===== config.mk =====
export PLATFORM = sky130hd
export DESIGN_NAME = multicycle_ctrl
export DESIGN_NICKNAME = d
export VERILOG_FILES = /design/src/rtl/rv_ctrl_pkg.sv /design/src/rtl/rv_alu_decoder.sv /design/src/rtl/multicycle_ctrl.sv
export SDC_FILE = /design/constraint.sdc
export NUM_CORES = 1
export LEC_CHECK = 0
export BUFFER_PORTS_ARGS = -buffer_cell sky130_fd_sc_hd__buf_2
export CAP_MARGIN = 20
export CORE_AREA = 8 8 58 60
export DETAILED_ROUTE_END_ITERATION = 6
export DIE_AREA = 0 0 66 68
export PLACE_DENSITY_LB_ADDON = 0.25
export SLEW_MARGIN = 5
export SYNTH_ARGS = -nofsm -noshare
export SYNTH_HDL_FRONTEND = slang
export SYNTH_SLANG_ARGS = --single-unit

===== constraint.sdc =====
create_clock -name clk -period 1.3 [get_ports clk]
set_input_delay 0.13 -clock clk [delete_from_list [all_inputs] [get_ports clk]]
set_output_delay 0.13 -clock clk [all_outputs]
set_load 0.03 [all_outputs]

===== src/rtl/rv_ctrl_pkg.sv =====
// Shared encodings for the multi-cycle RV32I control path.
// Latency: n/a (constants and types only).
// Backpressure: n/a.
// Contents: opcode constants, FSM state enum, ALU op codes, datapath mux selects.
package rv_ctrl_pkg;

    // Major opcodes (instr[6:0])
    localparam logic [6:0] OP_LOAD   = 7'b0000011;
    localparam logic [6:0] OP_STORE  = 7'b0100011;
    localparam logic [6:0] OP_R      = 7'b0110011;
    localparam logic [6:0] OP_I      = 7'b0010011;
    localparam logic [6:0] OP_BRANCH = 7'b1100011;
    localparam logic [6:0] OP_JAL    = 7'b1101111;
    localparam logic [6:0] OP_JALR   = 7'b1100111;
    localparam logic [6:0] OP_LUI    = 7'b0110111;
    localparam logic [6:0] OP_AUIPC  = 7'b0010111;

    typedef enum logic [3:0] {
        S_RESET, S_FETCH, S_DECODE, S_MEMADR, S_MEMREAD, S_MEMWB, S_MEMWRITE,
        S_EXECR, S_EXECI, S_ALUWB, S_BRANCH, S_JAL, S_JALR, S_LUI, S_ILLEGAL
    } state_e;

    // What kind of ALU operation the current state wants.
    typedef enum logic [1:0] {
        ALU_CLS_ADD, ALU_CLS_SUB, ALU_CLS_R, ALU_CLS_I
    } alu_cls_e;

    localparam logic [3:0] ALU_ADD  = 4'd0;
    localparam logic [3:0] ALU_SUB  = 4'd1;
    localparam logic [3:0] ALU_SLL  = 4'd2;
    localparam logic [3:0] ALU_SLT  = 4'd3;
    localparam logic [3:0] ALU_SLTU = 4'd4;
    localparam logic [3:0] ALU_XOR  = 4'd5;
    localparam logic [3:0] ALU_SRL  = 4'd6;
    localparam logic [3:0] ALU_SRA  = 4'd7;
    localparam logic [3:0] ALU_OR   = 4'd8;
    localparam logic [3:0] ALU_AND  = 4'd9;

    localparam logic [1:0] SRCA_PC    = 2'd0;
    localparam logic [1:0] SRCA_OLDPC = 2'd1;
    localparam logic [1:0] SRCA_RS1   = 2'd2;
    localparam logic [1:0] SRCA_ZERO  = 2'd3;

    localparam logic [1:0] SRCB_RS2  = 2'd0;
    localparam logic [1:0] SRCB_IMM  = 2'd1;
    localparam logic [1:0] SRCB_FOUR = 2'd2;

    localparam logic [2:0] IMM_I = 3'd0;
    localparam logic [2:0] IMM_S = 3'd1;
    localparam logic [2:0] IMM_B = 3'd2;
    localparam logic [2:0] IMM_J = 3'd3;
    localparam logic [2:0] IMM_U = 3'd4;

    localparam logic [1:0] RES_ALUOUT = 2'd0;
    localparam logic [1:0] RES_MEM    = 2'd1;
    localparam logic [1:0] RES_ALU    = 2'd2;

endpackage


===== src/rtl/rv_alu_decoder.sv =====
// ALU operation decode from op class + funct3/funct75.
// Latency: combinational.
// Backpressure: none.
// Ports: cls_i (state class), funct3_i, funct75_i (instr[30]) -> alu_ctrl_o.
module rv_alu_decoder
    import rv_ctrl_pkg::*;
#(
    parameter int ALU_CTRL_W = 4    // at least 4; upper bits are zero
) (
    input  alu_cls_e              cls_i,
    input  logic [2:0]            funct3_i,
    input  logic                  funct75_i,
    output logic [ALU_CTRL_W-1:0] alu_ctrl_o
);

    logic [3:0] op4;

    always_comb begin
        op4 = ALU_ADD;
        case (cls_i)
            ALU_CLS_SUB: op4 = ALU_SUB;
            ALU_CLS_R, ALU_CLS_I: begin
                case (funct3_i)
                    // instr[30] is an immediate bit for ADDI, so only R-type subtracts
                    3'b000: op4 = (cls_i == ALU_CLS_R && funct75_i) ? ALU_SUB : ALU_ADD;
                    3'b001: op4 = ALU_SLL;
                    3'b010: op4 = ALU_SLT;
                    3'b011: op4 = ALU_SLTU;
                    3'b100: op4 = ALU_XOR;
                    3'b101: op4 = funct75_i ? ALU_SRA : ALU_SRL;
                    3'b110: op4 = ALU_OR;
                    default: op4 = ALU_AND;
                endcase
            end
            default: op4 = ALU_ADD;
        endcase
    end

    assign alu_ctrl_o = ALU_CTRL_W'(op4);

endmodule


===== src/rtl/multicycle_ctrl.sv =====
// Multi-cycle RV32I control FSM: sequences fetch/decode/execute/memory/writeback.
// Latency: load 5, store/R/I/LUI/jump 4, branch/illegal 3 cycles, +1 per memory wait.
// Backpressure: mem_req held with stable address/write until mem_ready (if MEM_WAIT_EN).
// Ports: op/funct3/funct75 from IR, ZF/SF/VF/CF from rs1-rs2, mem_ready handshake in;
//        mem_req/mem_write, mux selects, register enables, alu_ctrl, illegal out.
module multicycle_ctrl
    import rv_ctrl_pkg::*;
#(
    parameter int ALU_CTRL_W  = 4,
    parameter bit MEM_WAIT_EN = 1'b1
) (
    input  logic                  clk,
    input  logic                  rst_n,
    input  logic [6:0]            op,
    input  logic [2:0]            funct3,
    input  logic                  funct75,
    input  logic                  ZF,
    input  logic                  SF,
    input  logic                  VF,
    input  logic                  CF,
    input  logic                  mem_ready,
    output logic                  mem_req,
    output logic                  mem_write,
    output logic                  adr_src,
    output logic                  ir_write,
    output logic                  pc_write,
    output logic                  reg_write,
    output logic [1:0]            alu_src_a,
    output logic [1:0]            alu_src_b,
    output logic [2:0]            imm_src,
    output logic [1:0]            result_src,
    output logic [ALU_CTRL_W-1:0] alu_ctrl,
    output logic                  illegal
);

    state_e   state_q, state_d;
    alu_cls_e alu_cls;
    logic     mem_ok;
    logic     taken;

    assign mem_ok = MEM_WAIT_EN ? mem_ready : 1'b1;

    always_ff @(posedge clk) begin
        if (!rst_n) state_q <= S_RESET;
        else        state_q <= state_d;
    end

    always_comb begin
        state_d    = state_q;
        mem_req    = 1'b0;
        mem_write  = 1'b0;
        adr_src    = 1'b0;
        ir_write   = 1'b0;
        pc_write   = 1'b0;
        reg_write  = 1'b0;
        alu_src_a  = SRCA_PC;
        alu_src_b  = SRCB_RS2;
        imm_src    = IMM_I;
        result_src = RES_ALUOUT;
        illegal    = 1'b0;
        alu_cls    = ALU_CLS_ADD;
        taken      = 1'b0;

        case (state_q)
            S_RESET: state_d = S_FETCH;
            S_FETCH: begin
                mem_req   = 1'b1;
                alu_src_a = SRCA_PC;
                alu_src_b = SRCB_FOUR;
                ir_write  = mem_ok;
                pc_write  = mem_ok;
                if (mem_ok) state_d = S_DECODE;
            end
            S_DECODE: begin
                // Speculative branch target into ALUOut
                alu_src_a = SRCA_OLDPC;
                alu_src_b = SRCB_IMM;
                imm_src   = IMM_B;
                case (op)
                    OP_LOAD, OP_STORE: state_d = S_MEMADR;
                    OP_R:              state_d = S_EXECR;
                    OP_I:              state_d = S_EXECI;
                    OP_BRANCH:         state_d = S_BRANCH;
                    OP_JAL:            state_d = S_JAL;
                    OP_JALR:           state_d = S_JALR;
                    OP_LUI, OP_AUIPC:  state_d = S_LUI;
                    default:           state_d = S_ILLEGAL;
                endcase
            end
            S_MEMADR: begin
                alu_src_a = SRCA_RS1;
                alu_src_b = SRCB_IMM;
                imm_src   = (op == OP_STORE) ? IMM_S : IMM_I;
                state_d   = (op == OP_STORE) ? S_MEMWRITE : S_MEMREAD;
            end
            S_MEMREAD: begin
                mem_req = 1'b1;
                adr_src = 1'b1;
                if (mem_ok) state_d = S_MEMWB;
            end
            S_MEMWB: begin
                result_src = RES_MEM;
                reg_write  = 1'b1;
                state_d    = S_FETCH;
            end
            S_MEMWRITE: begin
                mem_req   = 1'b1;
                mem_write = 1'b1;
                adr_src   = 1'b1;
                if (mem_ok) state_d = S_FETCH;
            end
            S_EXECR: begin
                alu_src_a = SRCA_RS1;
                alu_src_b = SRCB_RS2;
                alu_cls   = ALU_CLS_R;
                state_d   = S_ALUWB;
            end
            S_EXECI: begin
                alu_src_a = SRCA_RS1;
                alu_src_b = SRCB_IMM;
                imm_src   = IMM_I;
                alu_cls   = ALU_CLS_I;
                state_d   = S_ALUWB;
            end
            S_ALUWB: begin
                reg_write = 1'b1;
                state_d   = S_FETCH;
                // After a jump ALUOut holds the target, so the link value
                // oldPC+4 is recomputed and written straight from the ALU.
                if (op == OP_JAL || op == OP_JALR) begin
                    alu_src_a  = SRCA_OLDPC;
                    alu_src_b  = SRCB_FOUR;
                    result_src = RES_ALU;
                end else begin
                    result_src = RES_ALUOUT;
                end
            end
            S_BRANCH: begin
                alu_src_a  = SRCA_RS1;
                alu_src_b  = SRCB_RS2;
                alu_cls    = ALU_CLS_SUB;
                result_src = RES_ALUOUT;
                state_d    = S_FETCH;
                case (funct3)
                    3'b000:         taken = ZF;
                    3'b001:         taken = !ZF;
                    3'b100:         taken = SF ^ VF;
                    3'b101:         taken = !(SF ^ VF);
                    3'b110:         taken = !CF;
                    3'b111:         taken = CF;
                    default:        state_d = S_ILLEGAL;  // 010, 011
                endcase
                pc_write = taken;
            end
            S_JAL: begin
                alu_src_a  = SRCA_OLDPC;
                alu_src_b  = SRCB_IMM;
                imm_src    = IMM_J;
                result_src = RES_ALU;
                pc_write   = 1'b1;
                state_d    = S_ALUWB;
            end
            S_JALR: begin
                alu_src_a  = SRCA_RS1;
                alu_src_b  = SRCB_IMM;
                imm_src    = IMM_I;
                result_src = RES_ALU;
                pc_write   = 1'b1;
                state_d    = S_ALUWB;
            end
            S_LUI: begin
                // LUI = 0 + Uimm, AUIPC = oldPC + Uimm
                alu_src_a = (op == OP_LUI) ? SRCA_ZERO : SRCA_OLDPC;
                alu_src_b = SRCB_IMM;
                imm_src   = IMM_U;
                state_d   = S_ALUWB;
            end
            S_ILLEGAL: begin
                illegal = 1'b1;
                state_d = S_FETCH;
            end
            default: state_d = S_FETCH;
        endcase

        // Quiet outputs while reset is asserted, even before the state register
        // has been forced, so no access or writeback leaks out mid-reset.
        if (!rst_n) begin
            mem_req    = 1'b0;
            mem_write  = 1'b0;
            adr_src    = 1'b0;
            ir_write   = 1'b0;
            pc_write   = 1'b0;
            reg_write  = 1'b0;
            alu_src_a  = SRCA_PC;
            alu_src_b  = SRCB_RS2;
            imm_src    = IMM_I;
            result_src = RES_ALUOUT;
            illegal    = 1'b0;
            alu_cls    = ALU_CLS_ADD;
        end
    end

    rv_alu_decoder #(
        .ALU_CTRL_W (ALU_CTRL_W)
    ) u_alu_dec (
        .cls_i      (alu_cls),
        .funct3_i   (funct3),
        .funct75_i  (funct75),
        .alu_ctrl_o (alu_ctrl)
    );

endmodule


; Word-level counts from Yosys, hierarchy flattened
; Cells that the tools add are included.
[word_totals]
reg_bits = 4
in_bits = 18
out_inout_bits = 20
[op_classes]
eq_ne = 36
muxes = 40
bitwise = 1
reduce_logical = 19
[ops]
columns = op, count
row1 = 4-bit one-hot mux with 7 select lines, 3
row2 = 4-bit equality test (second input constant), 7
row3 = 7-bit by 6-bit equality test with 1-bit output (second input constant), 3
row4 = 7-bit equality test (second input constant), 3
row5 = 2-bit one-hot mux with 3 select lines, 3
row6 = 1-bit 2-to-1 mux, 17
row7 = 4-bit by 3-bit equality test with 1-bit output (second input constant), 4
row8 = 4-bit 2-to-1 mux, 4
row9 = 7-bit by 5-bit equality test with 1-bit output (second input constant), 2
row10 = 2-bit 2-to-1 mux, 7
row11 = 2-bit OR reduction, 7
row12 = 3-bit equality test (second input constant), 4
row13 = 3-bit one-hot mux with 4 select lines, 1
row14 = 6-bit OR reduction, 2
row15 = 5-bit OR reduction, 2
row16 = 4-bit by 2-bit equality test with 1-bit output (second input constant), 2
row17 = 2-bit one-hot mux with 4 select lines, 1
row18 = 4-bit one-hot mux with 2 select lines, 1
row19 = 7-bit by 2-bit equality test with 1-bit output (second input constant), 1
row20 = 3-bit by 2-bit equality test with 1-bit output (second input constant), 2
row21 = 2-bit != test (second input constant), 3
row22 = 1-bit one-hot mux with 6 select lines, 1
row23 = 2-bit equality test (second input constant), 2
row24 = 4-bit by 1-bit equality test with 1-bit output (second input constant), 1
row25 = 11 further kinds, 13

; Depth between registers and ports, before layout
; Gate-level depths: netlist of run 1.
[logic_depth]
depth_word = 8
ltp_mapped = 6

; By module
; From an unflattened synthesis of run 1, not the netlist that was laid out.
[unflattened]
cells_unflattened = 149
area_unflattened_um2 = 952.2
[by_module_without_submodules]
columns = mod, instances, cells_each, area_per_inst_um2, seq_area_each_um2
row1 = multicycle_ctrl, 1, 133, 845.8, 80.1
row2 = rv_alu_decoder, 1, 16, 106.4, 0.0

; Least setup slack after synthesis of run 1
; OpenSTA, ideal clock, no wires.
[synth_timing]
path_type = reg2out
startpoint = register state_q[2]
endpoint = output pc_write
arrival_ns = 1.835
t_required_ns = 1.170
path_slack_ns = -0.665
path_stages_with_launch = 7
path_buffers = 2
cell_sequence = dfxtp_1 buf_4 clkbuf_1 nor2b_1 a22o_1 a32oi_1 a21boi_0
[synth_via]
elab_chain_len = 4
word_cells_on_any_way = 7
cone_classes = 4 x eq/ne / 2 x mux / 1 x reduce/logical
[synth_lines]
columns = element, line
row1 = "start, declared", multicycle_ctrl.sv:36  ; state_e state_q, state_d;
row2 = "start signal, assigned", multicycle_ctrl.sv:45  ; else state_q <= state_d;
row3 = 4-bit equality test, multicycle_ctrl.sv:64  ; case (state_q)
row4 = 2-bit OR reduction (no line), -
row5 = 1-bit one-hot mux with 3 select lines (*), multicycle_ctrl.sv:64
row6 = 1-bit 2-to-1 mux (*), multicycle_ctrl.sv:187  ; if (!rst_n) begin
row7 = "end, declared", multicycle_ctrl.sv:26  ; output logic pc_write,
; Every way passes the cells marked *; elsewhere a longest branch is shown, timed or not.

; Worst setup path after layout of run 1
[layout_timing]
startpoint = register state_q[2]
endpoint = output imm_src[0]
[layout_via]
elab_chain_len = 3
word_cells_on_any_way = 6
cone_classes = 4 x eq/ne / 2 x mux
[layout_lines]
columns = element, line
row1 = 4-bit equality test / 4-bit by 2-bit equality test with 1-bit output (equally long branches), multicycle_ctrl.sv:64
row2 = 3-bit one-hot mux with 4 select lines (*), multicycle_ctrl.sv:64
row3 = 3-bit 2-to-1 mux (*), multicycle_ctrl.sv:187
row4 = "end, declared", multicycle_ctrl.sv:30  ; output logic [2:0] imm_src,
; Marked as above.

==> impl_table.tex, run 1 <==
\begin{tabular}{lr}
\hline
Metric & Value \\
\hline
\multicolumn{2}{l}{\textbf{Critical path}} \\
\quad CP endpoint kind & primary output \\
\quad Required @ worst endpoint & 1170 ps \\
\quad Startpoint Class & flop \\
\quad Highest cell delay on the worst timing path & 500 ps \\
\quad Critical path data arrival time & 1650 ps \\
\quad Library cell contributing the largest single delay on the critical path & or4\_4 \\
\quad Crit path buffers/inverters & 1 \\
\quad Cell family contributing the most delay on the critical path & simple AND/OR/NAND/NOR gates \\
\quad Critical path fanouts, max & 7 \\
\quad CP Cell Sequence & nand4bb\_1 > or4\_4 > a21oi\_4 > buf\_6 \\
\quad WS Path Type & reg -> out \\
\multicolumn{2}{l}{\textbf{Clock network}} \\
\quad Clock root buffer & clkbuf\_4 \\
\quad Number of levels in the clock H-tree & 1 \\
\quad TritonCTS clock tree & yes \\
\quad Clock slew seen by the registers of the worst setup and hold paths & 40 ps \\
\quad Clock buffer depth & 2 \\
\quad Clock insertion delay at the later pin of the skew report & 250 ps \\
\quad Total CTS buffers & 3 \\
\quad Post-cts hold buffer count & 0 \\
\quad Clock net sink count & 4 \\
\multicolumn{2}{l}{\textbf{Place}} \\
\quad Count of input and output buffers & 37 \\
\quad Area post-placement & 0.00163 sq mm \\
\quad Routability Congestion & 0.917 \\
\quad Sum of net half-perimeters after detailed placement & 3.16 mm \\
\quad Post-placement setup slack & -339 ps \\
\multicolumn{2}{l}{\textbf{Route}} \\
\quad Initial drt markers & 262 \\
\quad Met2 WL & 3.49 mm \\
\quad Met1 Wirelength & 2.75 mm \\
\quad Via density per instance & 7.02 \\
\quad Number of DRC violations after detailed routing & 0 \\
\quad Number of nets still failing antenna checks after routing & 0 \\
\quad Met3 wirelength from detailed routing & 912 microns \\
\quad Routed wire length & 7.84 mm \\
\quad Routed vias & 1,965 \\
\quad Top Layer Used & met4 \\
\quad Drt first pass iters & 5 \\
\quad Routed len/inst & 28.0 microns \\
\multicolumn{2}{l}{\textbf{STA}} \\
\quad Final worst slack & -478 ps \\
\quad Crit path time final & 1780 ps \\
\quad Max-slew violations & 0 \\
\quad Worst-margin pin slew & 434 ps \\
\quad Fmax & 562 MHz \\
\quad Share of the clock period used by the worst path & 137\% \\
\quad Total setup violations reported at the end of the flow & 24 \\
\quad Final number of hold-violating endpoints & 0 \\
\quad Unrepaired setup endpoints after global routing & yes \\
\quad Worst clock skew & 6.63 ps \\
\quad Worst slew margin relative to its limit & 70.3\% \\
\quad Setup\_tns & -7600 ps \\
\multicolumn{2}{l}{\textbf{Synth}} \\
\quad Yosys top cell area share & 8.49\% \\
\quad Mapped cell area & 943 sq um \\
\quad Post-synthesis register bit count & 4 \\
\quad Flip-flop cell with the highest count after synthesis & dfxtp\_1 \\
\quad Register area share after synthesis & 8.49\% \\
\quad Number of enable flip-flop cells after synthesis & 0 \\
\quad Post-Synth Simple-Gate Area & 43.6\% \\
\quad Multiplexer share of the synthesized area & 1.06\% \\
\quad Fraction of synthesis flops using an asynchronous set or reset pin & 0\% \\
\quad Combinational family with the most area after synthesis & simple AND/OR/NAND/NOR gates \\
\quad Fraction of synthesized cell area in xor and xnor cells & 2.79\% \\
\quad Synth Area in Compound Gates & 35.9\% \\
\quad Warning count from the yosys run & 0 \\
\quad Total nets after synthesis & 162 \\
\quad Unique cell type count in the Yosys netlist & 51 \\
\quad Dominant cells by area after synthesis & dfxtp\_1 (8.5\%), nand2\_1 (6.4\%), nor2b\_1 (6.0\%), nor2\_1 (5.2\%), nor3\_1 (4.8\%) \\
\quad Biggest area consumer among synthesized cells & dfxtp\_1 \\
\quad Area share of fa/ha/maj cells after synthesis & 0\% \\
\quad Post-synthesis average cell area & 6.55 sq um \\
\quad Syn Inst Count & 144 \\
\multicolumn{2}{l}{\textbf{Global routing}} \\
\quad Pin count of the biggest net entering global routing & 18 \\
\quad Number of global-route vias before repair & 1,747 \\
\quad Total track usage & 23.9\% \\
\quad Remaining Overflow, GRT & 0 \\
\quad Number of antenna violations at the first check in global routing & 0 \\
\quad Wire length of the first global-routing pass & 8.49 mm \\
\multicolumn{2}{l}{\textbf{Layout}} \\
\quad Layout overhead on the synthesized area & 155\% \\
\quad Registers with the most flip-flops & state\_q: 4 flops \\
\quad Area used by multi-input combinational logic & 0.00122 sq mm \\
\quad Number of nets in the finished design & 268 \\
\quad Final standard cell area without fillers & 0.00240 sq mm \\
\quad Area used by sequential logic in the layout & 95.1 sq um \\
\quad Commonest non-fill, non-tap cell in the layout & buf\_4 \\
\quad Antenna Diode Count & 0 \\
\quad Fraction of layout cells with a size suffix above 1 & 72.7\% \\
\quad Leading cell types in the layout, fill and taps excluded & buf\_4 (49), buf\_6 (44), buf\_2 (15) \\
\quad Top register by number of flip-flops & state\_q \\
\quad Util after Layout & 93.5\% \\
\quad Max FFs per register & 4 \\
\quad Filler cell count & 75 \\
\multicolumn{2}{l}{\textbf{Min path}} \\
\quad Worst min-delay path category & in -> reg \\
\multicolumn{2}{l}{\textbf{Job}} \\
\quad Max Cap Viol & 0 \\
\multicolumn{2}{l}{\textbf{Pwr}} \\
\quad IR Drop Worst-Case VDD & 639 uV \\
\quad Leakage power total & 0.969 nW \\
\quad Total design power & 1.01 mW \\
\quad Areal power density over the cells & 421 mW/mm\^{}2 \\
\multicolumn{2}{l}{\textbf{Floorplan}} \\
\quad Std-Cell Core Area & 0.00257 sq mm \\
\quad Die outline height & 68 microns \\
\quad Die ar. & 0.00449 sq mm \\
\quad Horizontal extent of the die & 66 microns \\
\quad Initial Util & 36.7\% \\
\quad Top-Level Pins & 38 \\
\quad Std-Cell Rows & 19 \\
\multicolumn{2}{l}{\textbf{Outcome}} \\
\quad Run status & finished with violations \\
\quad Violated checks & negative setup slack \\
\hline
\end{tabular}
worst register-to-register path: cells and delay by family (launching register included):
kind	cells	cell delay (ps)
AOI/OAI and AO/OA	3	540
and+or+nand+nor	1	110
DFF	1	410
buffers and inverters	2	440
synth_stat cells (3+ instances only):
library cell	instances
buf_4	3
nand2b_1	6
dfxtp_1	4
a32oi_1	3
nand3_1	6
a21oi_1	8
clkbuf_1	4
nand2_1	16
inv_1	3
nor3_1	9
o31ai_1	4
o21ai_0	6
nor2_1	13
nor2b_1	9
metal layers:
metal | GRT usage [%] | vias to the layer above
li1 | - | 759
met1 | 26.9 | 923
met2 | 42.9 | 201
met3 | 3.44 | 82
met4 | 12.5 | 0
met5 | 0 | -
power by group:
part | internal, mW | switching, mW | leakage, nW
Combinational | 0.310 | 0.372 | 0.919
Clock | 0.116 | 0.0658 | 0.0150
Sequential | 0.127 | 0.0194 | 0.0355
Total | 0.553 | 0.457 | 0.969
repair_timing:
| item | CTS | global route |
|---|---|---|
| resized for setup | 92 | 42 |
| endpoints found under the setup margin | 24 | 24 |
| hold endpoints to repair | 0 | 0 |
| pin swaps | 15 | 22 |
| setup buffers | 14 | 16 |
| cloned | 1 | 0 |
kinds of logic (layout without fill, tap and decap cells):
logic type / after synthesis / after routing
AOI/OAI and AO/OA: 48 / 48
xor gates and xnor gates: 3 / 3
buffers and inverters: 13 / 118
DFF: 4 / 4
muxes: 1 / 1
and+or+nand+nor: 75 / 75
per-stage QoR:
step | hold WS (ps) | std cells
finish | 426 | 280
global route | 419 | 280
CTS | 366 | 267
detailed placement | 610 | 248
global placement | 579 | 248
floorplan | 318 | 144
cell type report:
| cell class | count | share of cell area, % |
|---|---|---|
| Tap cell | 31 | 1.62 |
| Timing Repair Buffer | 111 | 41.9 |
| Clock buffer | 4 | 1.09 |
| Multi-Input combinational cell | 127 | 50.9 |
| Sequential cell | 4 | 3.96 |
| Inverter | 3 | 0.573 |
final timing paths:
kind	startpoint	end	slack [ps]	cells past startpoint
worst max-delay path	state_q[2]	imm_src[0]	-480	4
worst min register to register	state_q[3]	state_q[2]	790	3
worst min-delay path	rst_n	state_q[0]	430	4
worst max register to register	state_q[0]	state_q[1]	-310	6
(Power assumes the default switching activity.)
==> inputs of run 2 (changes only) <==
GPL_TIMING_DRIVEN = 0   (was default)
PLACE_DENSITY_LB_ADDON = 0.05   (was 0.25)
==> run 2 against run 1 <==
The flow still finishes with violations (negative setup slack). Core utilization shrank 12 points. Non-clock buffer count fell by 35. Register-to-register slack worse by 130 ps. Clock skew increased by 9.2 ps. Final cell count is 13% lower. First-iteration DRC count is 54% lower. Hold slack lost 140 ps. Die area did not move. Cell area down 12%. Count of clock-buffer cells in the layout stayed put. Via count fell by 21%.
==> impl_table.tex, run 2 (synthesis results as in run 1) <==
\begin{tabular}{lr}
\hline
Metric & Value \\
\hline
\multicolumn{2}{l}{\textbf{Outcome}} \\
\quad Run status & finished with violations \\
\quad Violated checks & negative setup slack \\
\multicolumn{2}{l}{\textbf{STA}} \\
\quad Final worst slack & -500 ps \\
\quad Final number of hold-violating endpoints & 0 \\
\quad Total setup violations reported at the end of the flow & 24 \\
\quad Crit path time final & 1800 ps \\
\quad Fmax & 556 MHz \\
\quad Unrepaired setup endpoints after global routing & yes \\
\quad Max-slew violations & 0 \\
\quad Worst-margin pin slew & 538 ps \\
\quad Worst Hold Slack & 285 ps \\
\quad Worst slew margin relative to its limit & 63.7\% \\
\quad Share of the clock period used by the worst path & 138\% \\
\quad Worst clock skew & 15.9 ps \\
\multicolumn{2}{l}{\textbf{Route}} \\
\quad Routed wire length & 5.11 mm \\
\quad Routed len/inst & 20.9 microns \\
\quad Initial drt markers & 120 \\
\quad Number of nets still failing antenna checks after routing & 0 \\
\quad Drt first pass iters & 4 \\
\quad Number of DRC violations after detailed routing & 0 \\
\quad Routed vias & 1,561 \\
\quad Via density per instance & 6.37 \\
\multicolumn{2}{l}{\textbf{Pwr}} \\
\quad Sw frac & 43.3\% \\
\quad Leakage power total & 0.812 nW \\
\quad Comb power frac & 62.3\% \\
\quad Switching power of the nets & 0.394 mW \\
\quad Clk network pwr share & 21.6\% \\
\quad P\_int & 0.517 mW \\
\quad Areal power density over the cells & 433 mW/mm\^{}2 \\
\quad Sequential cell fraction of total power & 16.1\% \\
\quad Total design power & 0.911 mW \\
\quad IR Drop Worst-Case VDD & 720 uV \\
\multicolumn{2}{l}{\textbf{Layout}} \\
\quad Final std cells w/o fill & 245 \\
\quad Max FFs per register & 4 \\
\quad Leading cell types in the layout, fill and taps excluded & buf\_6 (28), buf\_4 (20), buf\_2 (15) \\
\quad Registers with the most flip-flops & state\_q: 4 flops \\
\quad Filler cell count & 168 \\
\quad Fraction of layout cells with a size suffix above 1 & 65.0\% \\
\quad Antenna Diode Count & 0 \\
\quad Layout overhead on the synthesized area & 123\% \\
\quad Number of nets in the finished design & 233 \\
\quad Top register by number of flip-flops & state\_q \\
\quad Util after Layout & 81.9\% \\
\quad Commonest non-fill, non-tap cell in the layout & buf\_6 \\
\multicolumn{2}{l}{\textbf{Global routing}} \\
\quad GR met2 Demand/Resource & 33.1\% \\
\quad Met3 track utilization from global routing & 4.09\% \\
\quad Global-route track usage on met1 & 19.7\% \\
\quad Wire length of the first global-routing pass & 6.58 mm \\
\quad Remaining Overflow, GRT & 0 \\
\quad Total track usage & 18.4\% \\
\quad Number of global-route vias before repair & 1,478 \\
\quad Number of antenna violations at the first check in global routing & 0 \\
\quad Pin count of the biggest net entering global routing & 11 \\
\quad GRT busiest layer & met2 \\
\multicolumn{2}{l}{\textbf{Place}} \\
\quad Sum of net half-perimeters after detailed placement & 2.69 mm \\
\quad Count of input and output buffers & 36 \\
\quad Placed insts & 211 \\
\quad Routability Congestion & 0.937 \\
\quad Post-placement setup slack & -361 ps \\
\multicolumn{2}{l}{\textbf{Clock network}} \\
\quad Clock root buffer & clkbuf\_4 \\
\quad Post-cts hold buffer count & 0 \\
\quad Clock buffer depth & 2 \\
\quad Clock net sink count & 4 \\
\quad TritonCTS clock tree & yes \\
\quad Clock slew seen by the registers of the worst setup and hold paths & 60 ps \\
\quad Total CTS buffers & 3 \\
\quad Clock insertion delay at the later pin of the skew report & 260 ps \\
\quad Number of levels in the clock H-tree & 1 \\
\multicolumn{2}{l}{\textbf{Critical path}} \\
\quad CP endpoint kind & primary output \\
\quad Critical path fanouts, max & 5 \\
\quad WS Path Type & reg -> out \\
\quad Required @ worst endpoint & 1170 ps \\
\quad Startpoint Class & flop \\
\quad Critical path data arrival time & 1670 ps \\
\multicolumn{2}{l}{\textbf{Floorplan}} \\
\quad Die outline height & 68 microns \\
\quad Std-Cell Core Area & 0.00257 sq mm \\
\quad Horizontal extent of the die & 66 microns \\
\quad Std-Cell Rows & 19 \\
\quad Top-Level Pins & 38 \\
\quad Initial Util & 36.7\% \\
\quad Die ar. & 0.00449 sq mm \\
\multicolumn{2}{l}{\textbf{Min path}} \\
\quad Worst min-delay path category & in -> reg \\
\multicolumn{2}{l}{\textbf{Job}} \\
\quad Max Cap Viol & 0 \\
\hline
\end{tabular}
-- run 2: cell count changes in the layout (fill, tap and decap cells not counted), moves of 2 or more --
cell,previous run,this run
nand3_2,0,2
buf_8,0,7
nor2_4,6,4
buf_4,49,20
nor2_1,4,7
clkbuf_16,0,3
nand3_4,2,0
o31ai_1,2,4
o31ai_2,2,0
buf_6,44,28
-- run 2: layout make-up --
type                            instances  area, sq um  area share [%]
Tap cell                               31         38.8            1.85
Inverter                                3         11.3           0.536
Sequential cell                         4         92.6            4.40
Timing Repair Buffer                   66          617            29.3
Multi-Input combinational cell        127         1150            54.8
Buffer                                 10          164            7.80
Clock buffer                            4         26.3            1.25
-- run 2: worst paths after layout --
path,start,endpoint,slack (ps),cells after the start
max,state_q[2],imm_src[0],-500,5
max reg2reg,state_q[3],state_q[1],-440,5
min reg2reg,state_q[0],state_q[0],730,3
min,mem_ready,state_q[0],280,3
-- run 2: timing repair --
action / in CTS / in global routing
buffers inserted: 17 / 14
pin swaps: 13 / 10
setup endpoints to repair: 24 / 24
gates cloned: 0 / 1
gates resized for setup: 77 / 38
-- run 2: layer usage --
metal / up-vias / part of all wire (%)
met2: 105 / 50
met1: 736 / 38
met3: 27 / 8.2
met4: 0 / 4.1
li1: 693 / -
met5: - / 0
-- run 2: power groups by stage --
stage | Combinational, mW | Sequential (mW) | Clock [mW]
3_3_place_gp | 0.356 | 0.147 | 0
2_1_floorplan | 0.259 | 0.143 | 0
4_1_cts | 0.472 | 0.143 | 0.187
3_5_place_dp | 0.358 | 0.147 | 0
6_report | 0.568 | 0.147 | 0.197
5_1_grt | 0.592 | 0.147 | 0.208
-- run 2: worst max-delay path, stage by stage (launching register included) --
cell and delay [ps]:
dfxtp_2 320, buf_6 130, nand4bb_1 200, or4_4 470
a21oi_4 140, buf_6 150
-- run 2: through the flow --
step	instance area, sq um	TNS (ps)
after detailed placement	1370	-3690
after global routing	2100	-9060
after floorplan	1150	-496
final	2100	-7870
after global placement	1370	-3670
after CTS	1860	-6860
==> inputs of run 3 (changes only) <==
ABC_AREA = 1   (was default)
ABC_CLOCK_PERIOD_IN_PS = 1300   (was default)
CORE_AREA = 8 8 54 56   (was 8 8 58 60)
DIE_AREA = 0 0 62 64   (was 0 0 66 68)
SLEW_MARGIN = default   (was 5)
==> run 3 against run 2 <==
The flow still finishes with violations (negative setup slack). First-iteration DRC count shrank 28%. Critical path depth grew 4. Combinational power grew to 4.2 times the previous value. Via count shrank 15%. Critical endpoint is now alu_ctrl[0].
==> impl_table.tex, run 3 <==
\begin{tabular}{lr}
\hline
Metric & Value \\
\hline
\multicolumn{2}{l}{\textbf{Pwr}} \\
\quad Areal power density over the cells & 1760 mW/mm\^{}2 \\
\quad IR Drop Worst-Case VDD & 1620 uV \\
\quad Total design power & 2.91 mW \\
\quad Leakage power total & 0.760 nW \\
\multicolumn{2}{l}{\textbf{Clock network}} \\
\quad Number of levels in the clock H-tree & 1 \\
\quad Post-cts hold buffer count & 0 \\
\quad Total CTS buffers & 3 \\
\quad Clock buffer depth & 2 \\
\quad Clock root buffer & clkbuf\_4 \\
\quad Clock slew seen by the registers of the worst setup and hold paths & 40 ps \\
\quad Clock net sink count & 4 \\
\quad Clock insertion delay at the later pin of the skew report & 230 ps \\
\quad TritonCTS clock tree & yes \\
\multicolumn{2}{l}{\textbf{STA}} \\
\quad Max-slew violations & 0 \\
\quad Total setup violations reported at the end of the flow & 23 \\
\quad Worst slew margin relative to its limit & 80.7\% \\
\quad Final number of hold-violating endpoints & 0 \\
\quad Unrepaired setup endpoints after global routing & yes \\
\quad Worst Hold Slack & 162 ps \\
\quad Final worst slack & -347 ps \\
\quad Worst clock skew & 3.17 ps \\
\quad Worst-margin pin slew & 288 ps \\
\quad Setup\_tns & -5110 ps \\
\quad Fmax & 607 MHz \\
\quad Crit path time final & 1650 ps \\
\quad Share of the clock period used by the worst path & 127\% \\
\multicolumn{2}{l}{\textbf{Layout}} \\
\quad Filler cell count & 133 \\
\quad Leading cell types in the layout, fill and taps excluded & nand2\_1 (32), buf\_6 (20), inv\_1 (18) \\
\quad Fraction of layout cells with a size suffix above 1 & 55.9\% \\
\quad Top register by number of flip-flops & state\_q \\
\quad Registers with the most flip-flops & state\_q: 4 flops \\
\quad Layout overhead on the synthesized area & 107\% \\
\quad Final std cells w/o fill & 248 \\
\quad Number of nets in the finished design & 240 \\
\quad Max FFs per register & 4 \\
\quad Util after Layout & 78.5\% \\
\quad Antenna Diode Count & 0 \\
\quad Final standard cell area without fillers & 0.00165 sq mm \\
\quad Commonest non-fill, non-tap cell in the layout & nand2\_1 \\
\multicolumn{2}{l}{\textbf{Floorplan}} \\
\quad Die outline height & 64 microns \\
\quad Initial Util & 38.0\% \\
\quad Std-Cell Rows & 17 \\
\quad Top-Level Pins & 38 \\
\quad Std-Cell Core Area & 0.00211 sq mm \\
\quad Horizontal extent of the die & 62 microns \\
\quad Die ar. & 0.00397 sq mm \\
\multicolumn{2}{l}{\textbf{Critical path}} \\
\quad Required @ worst endpoint & 1170 ps \\
\quad WS Path Type & reg -> out \\
\quad Critical path data arrival time & 1520 ps \\
\quad CP endpoint kind & primary output \\
\quad Startpoint Class & flop \\
\quad Critical path fanouts, max & 5 \\
\multicolumn{2}{l}{\textbf{Place}} \\
\quad Post-placement setup slack & -373 ps \\
\quad Area post-placement & 0.00114 sq mm \\
\quad Sum of net half-perimeters after detailed placement & 2.37 mm \\
\quad Routability Congestion & 0.922 \\
\quad Count of input and output buffers & 37 \\
\quad Placed insts & 232 \\
\multicolumn{2}{l}{\textbf{Route}} \\
\quad Number of nets still failing antenna checks after routing & 0 \\
\quad Initial drt markers & 86 \\
\quad Routed len/inst & 15.9 microns \\
\quad Drt first pass iters & 4 \\
\quad Routed wire length & 3.94 mm \\
\quad Via density per instance & 5.34 \\
\quad Number of DRC violations after detailed routing & 0 \\
\quad Routed vias & 1,325 \\
\multicolumn{2}{l}{\textbf{Synth}} \\
\quad Fraction of synthesis flops using an asynchronous set or reset pin & 0\% \\
\quad Post-synthesis average cell area & 4.79 sq um \\
\quad Warning count from the yosys run & 0 \\
\quad Yosys top cell area share & 19.7\% \\
\quad Number of enable flip-flop cells after synthesis & 0 \\
\quad Flip-flop cell with the highest count after synthesis & dfxtp\_1 \\
\quad Dominant cells by area after synthesis & nand2\_1 (20\%), nor2\_1 (15\%), inv\_1 (12\%), a21oi\_1 (10\%), dfxtp\_1 (10\%) \\
\quad Total nets after synthesis & 185 \\
\quad Post-synthesis register bit count & 4 \\
\quad Top cells by instance count after synthesis & nand2\_1 (42), nor2\_1 (32), inv\_1 (25) \\
\quad Most common cell in the synthesized netlist & nand2\_1 \\
\quad Syn Inst Count & 167 \\
\quad Mapped cell area & 800 sq um \\
\quad Biggest area consumer among synthesized cells & nand2\_1 \\
\quad Register area share after synthesis & 10.0\% \\
\quad Unique cell type count in the Yosys netlist & 22 \\
\multicolumn{2}{l}{\textbf{Global routing}} \\
\quad Number of global-route vias before repair & 1,249 \\
\quad Remaining Overflow, GRT & 0 \\
\quad Number of antenna violations at the first check in global routing & 0 \\
\quad Wire length of the first global-routing pass & 5.29 mm \\
\quad Total track usage & 16.5\% \\
\quad Pin count of the biggest net entering global routing & 11 \\
\multicolumn{2}{l}{\textbf{Min path}} \\
\quad Worst min-delay path category & in -> reg \\
\multicolumn{2}{l}{\textbf{Outcome}} \\
\quad Violated checks & negative setup slack \\
\quad Run status & finished with violations \\
\multicolumn{2}{l}{\textbf{Job}} \\
\quad Max Cap Viol & 0 \\
\hline
\end{tabular}
==> run 3: metal layers <==
layer,part of all wire [%],routed length [microns],vias to the layer above,GRT usage [%]
li1,-,-,643,-
met1,39,1550,600,18.4
met2,53,2080,68,30.5
met3,5.1,201,14,1.80
met4,2.7,106,0,4.84
met5,0,0,-,0
==> run 3: cell type report <==
type / count / area [sq um] / area share [%]
timing repair buffer: 50 / 408 / 24.7
sequential: 4 / 95.1 / 5.75
inverter: 30 / 123 / 7.42
multi-input combinational: 131 / 955 / 57.8
tap: 28 / 35.0 / 2.12
clock buffer: 3 / 22.5 / 1.36
buffer: 2 / 15.0 / 0.908
==> run 3: path summary, 6_finish.rpt <==
path,start,endpoint,slack (ps),cells after the start
min reg2reg,state_q[2],state_q[2],560,2
max reg2reg,state_q[2],state_q[3],-300,8
min,rst_n,state_q[3],160,3
max,state_q[2],alu_ctrl[0],-350,9
==> run 3: worst max-delay path, cell delays in order, from the launching register on <==
cell,delay (ps)
dfxtp_4,380
inv_4,90
nand2_8,70
nor3_4,170
inv_2,80
a21oi_2,140
o21ai_1,70
nand2_1,80
o21ai_2,70
buf_6,140
==> run 3: kinds of logic after synthesis <==
kind of cell / Yosys count / synth area share [%]
compound gates: 31 / 21.1
xor+xnor: 1 / 1.10
buf+inv: 32 / 15.0
flops: 4 / 10.0
simple gates: 99 / 52.7
==> run 3: what timing repair did <==
item                       CTS  global route
hold endpoints to repair     0             0
pin swaps                    9            11
gates resized for setup     73            47
buffers inserted             9             5
setup endpoints to repair   24            24
==> run 3: where the power goes <==
part / switching [mW] / internal [mW]
combinational: 1.39 / 0.975
clock: 0.0458 / 0.103
sequential: 0.181 / 0.215
total: 1.62 / 1.29
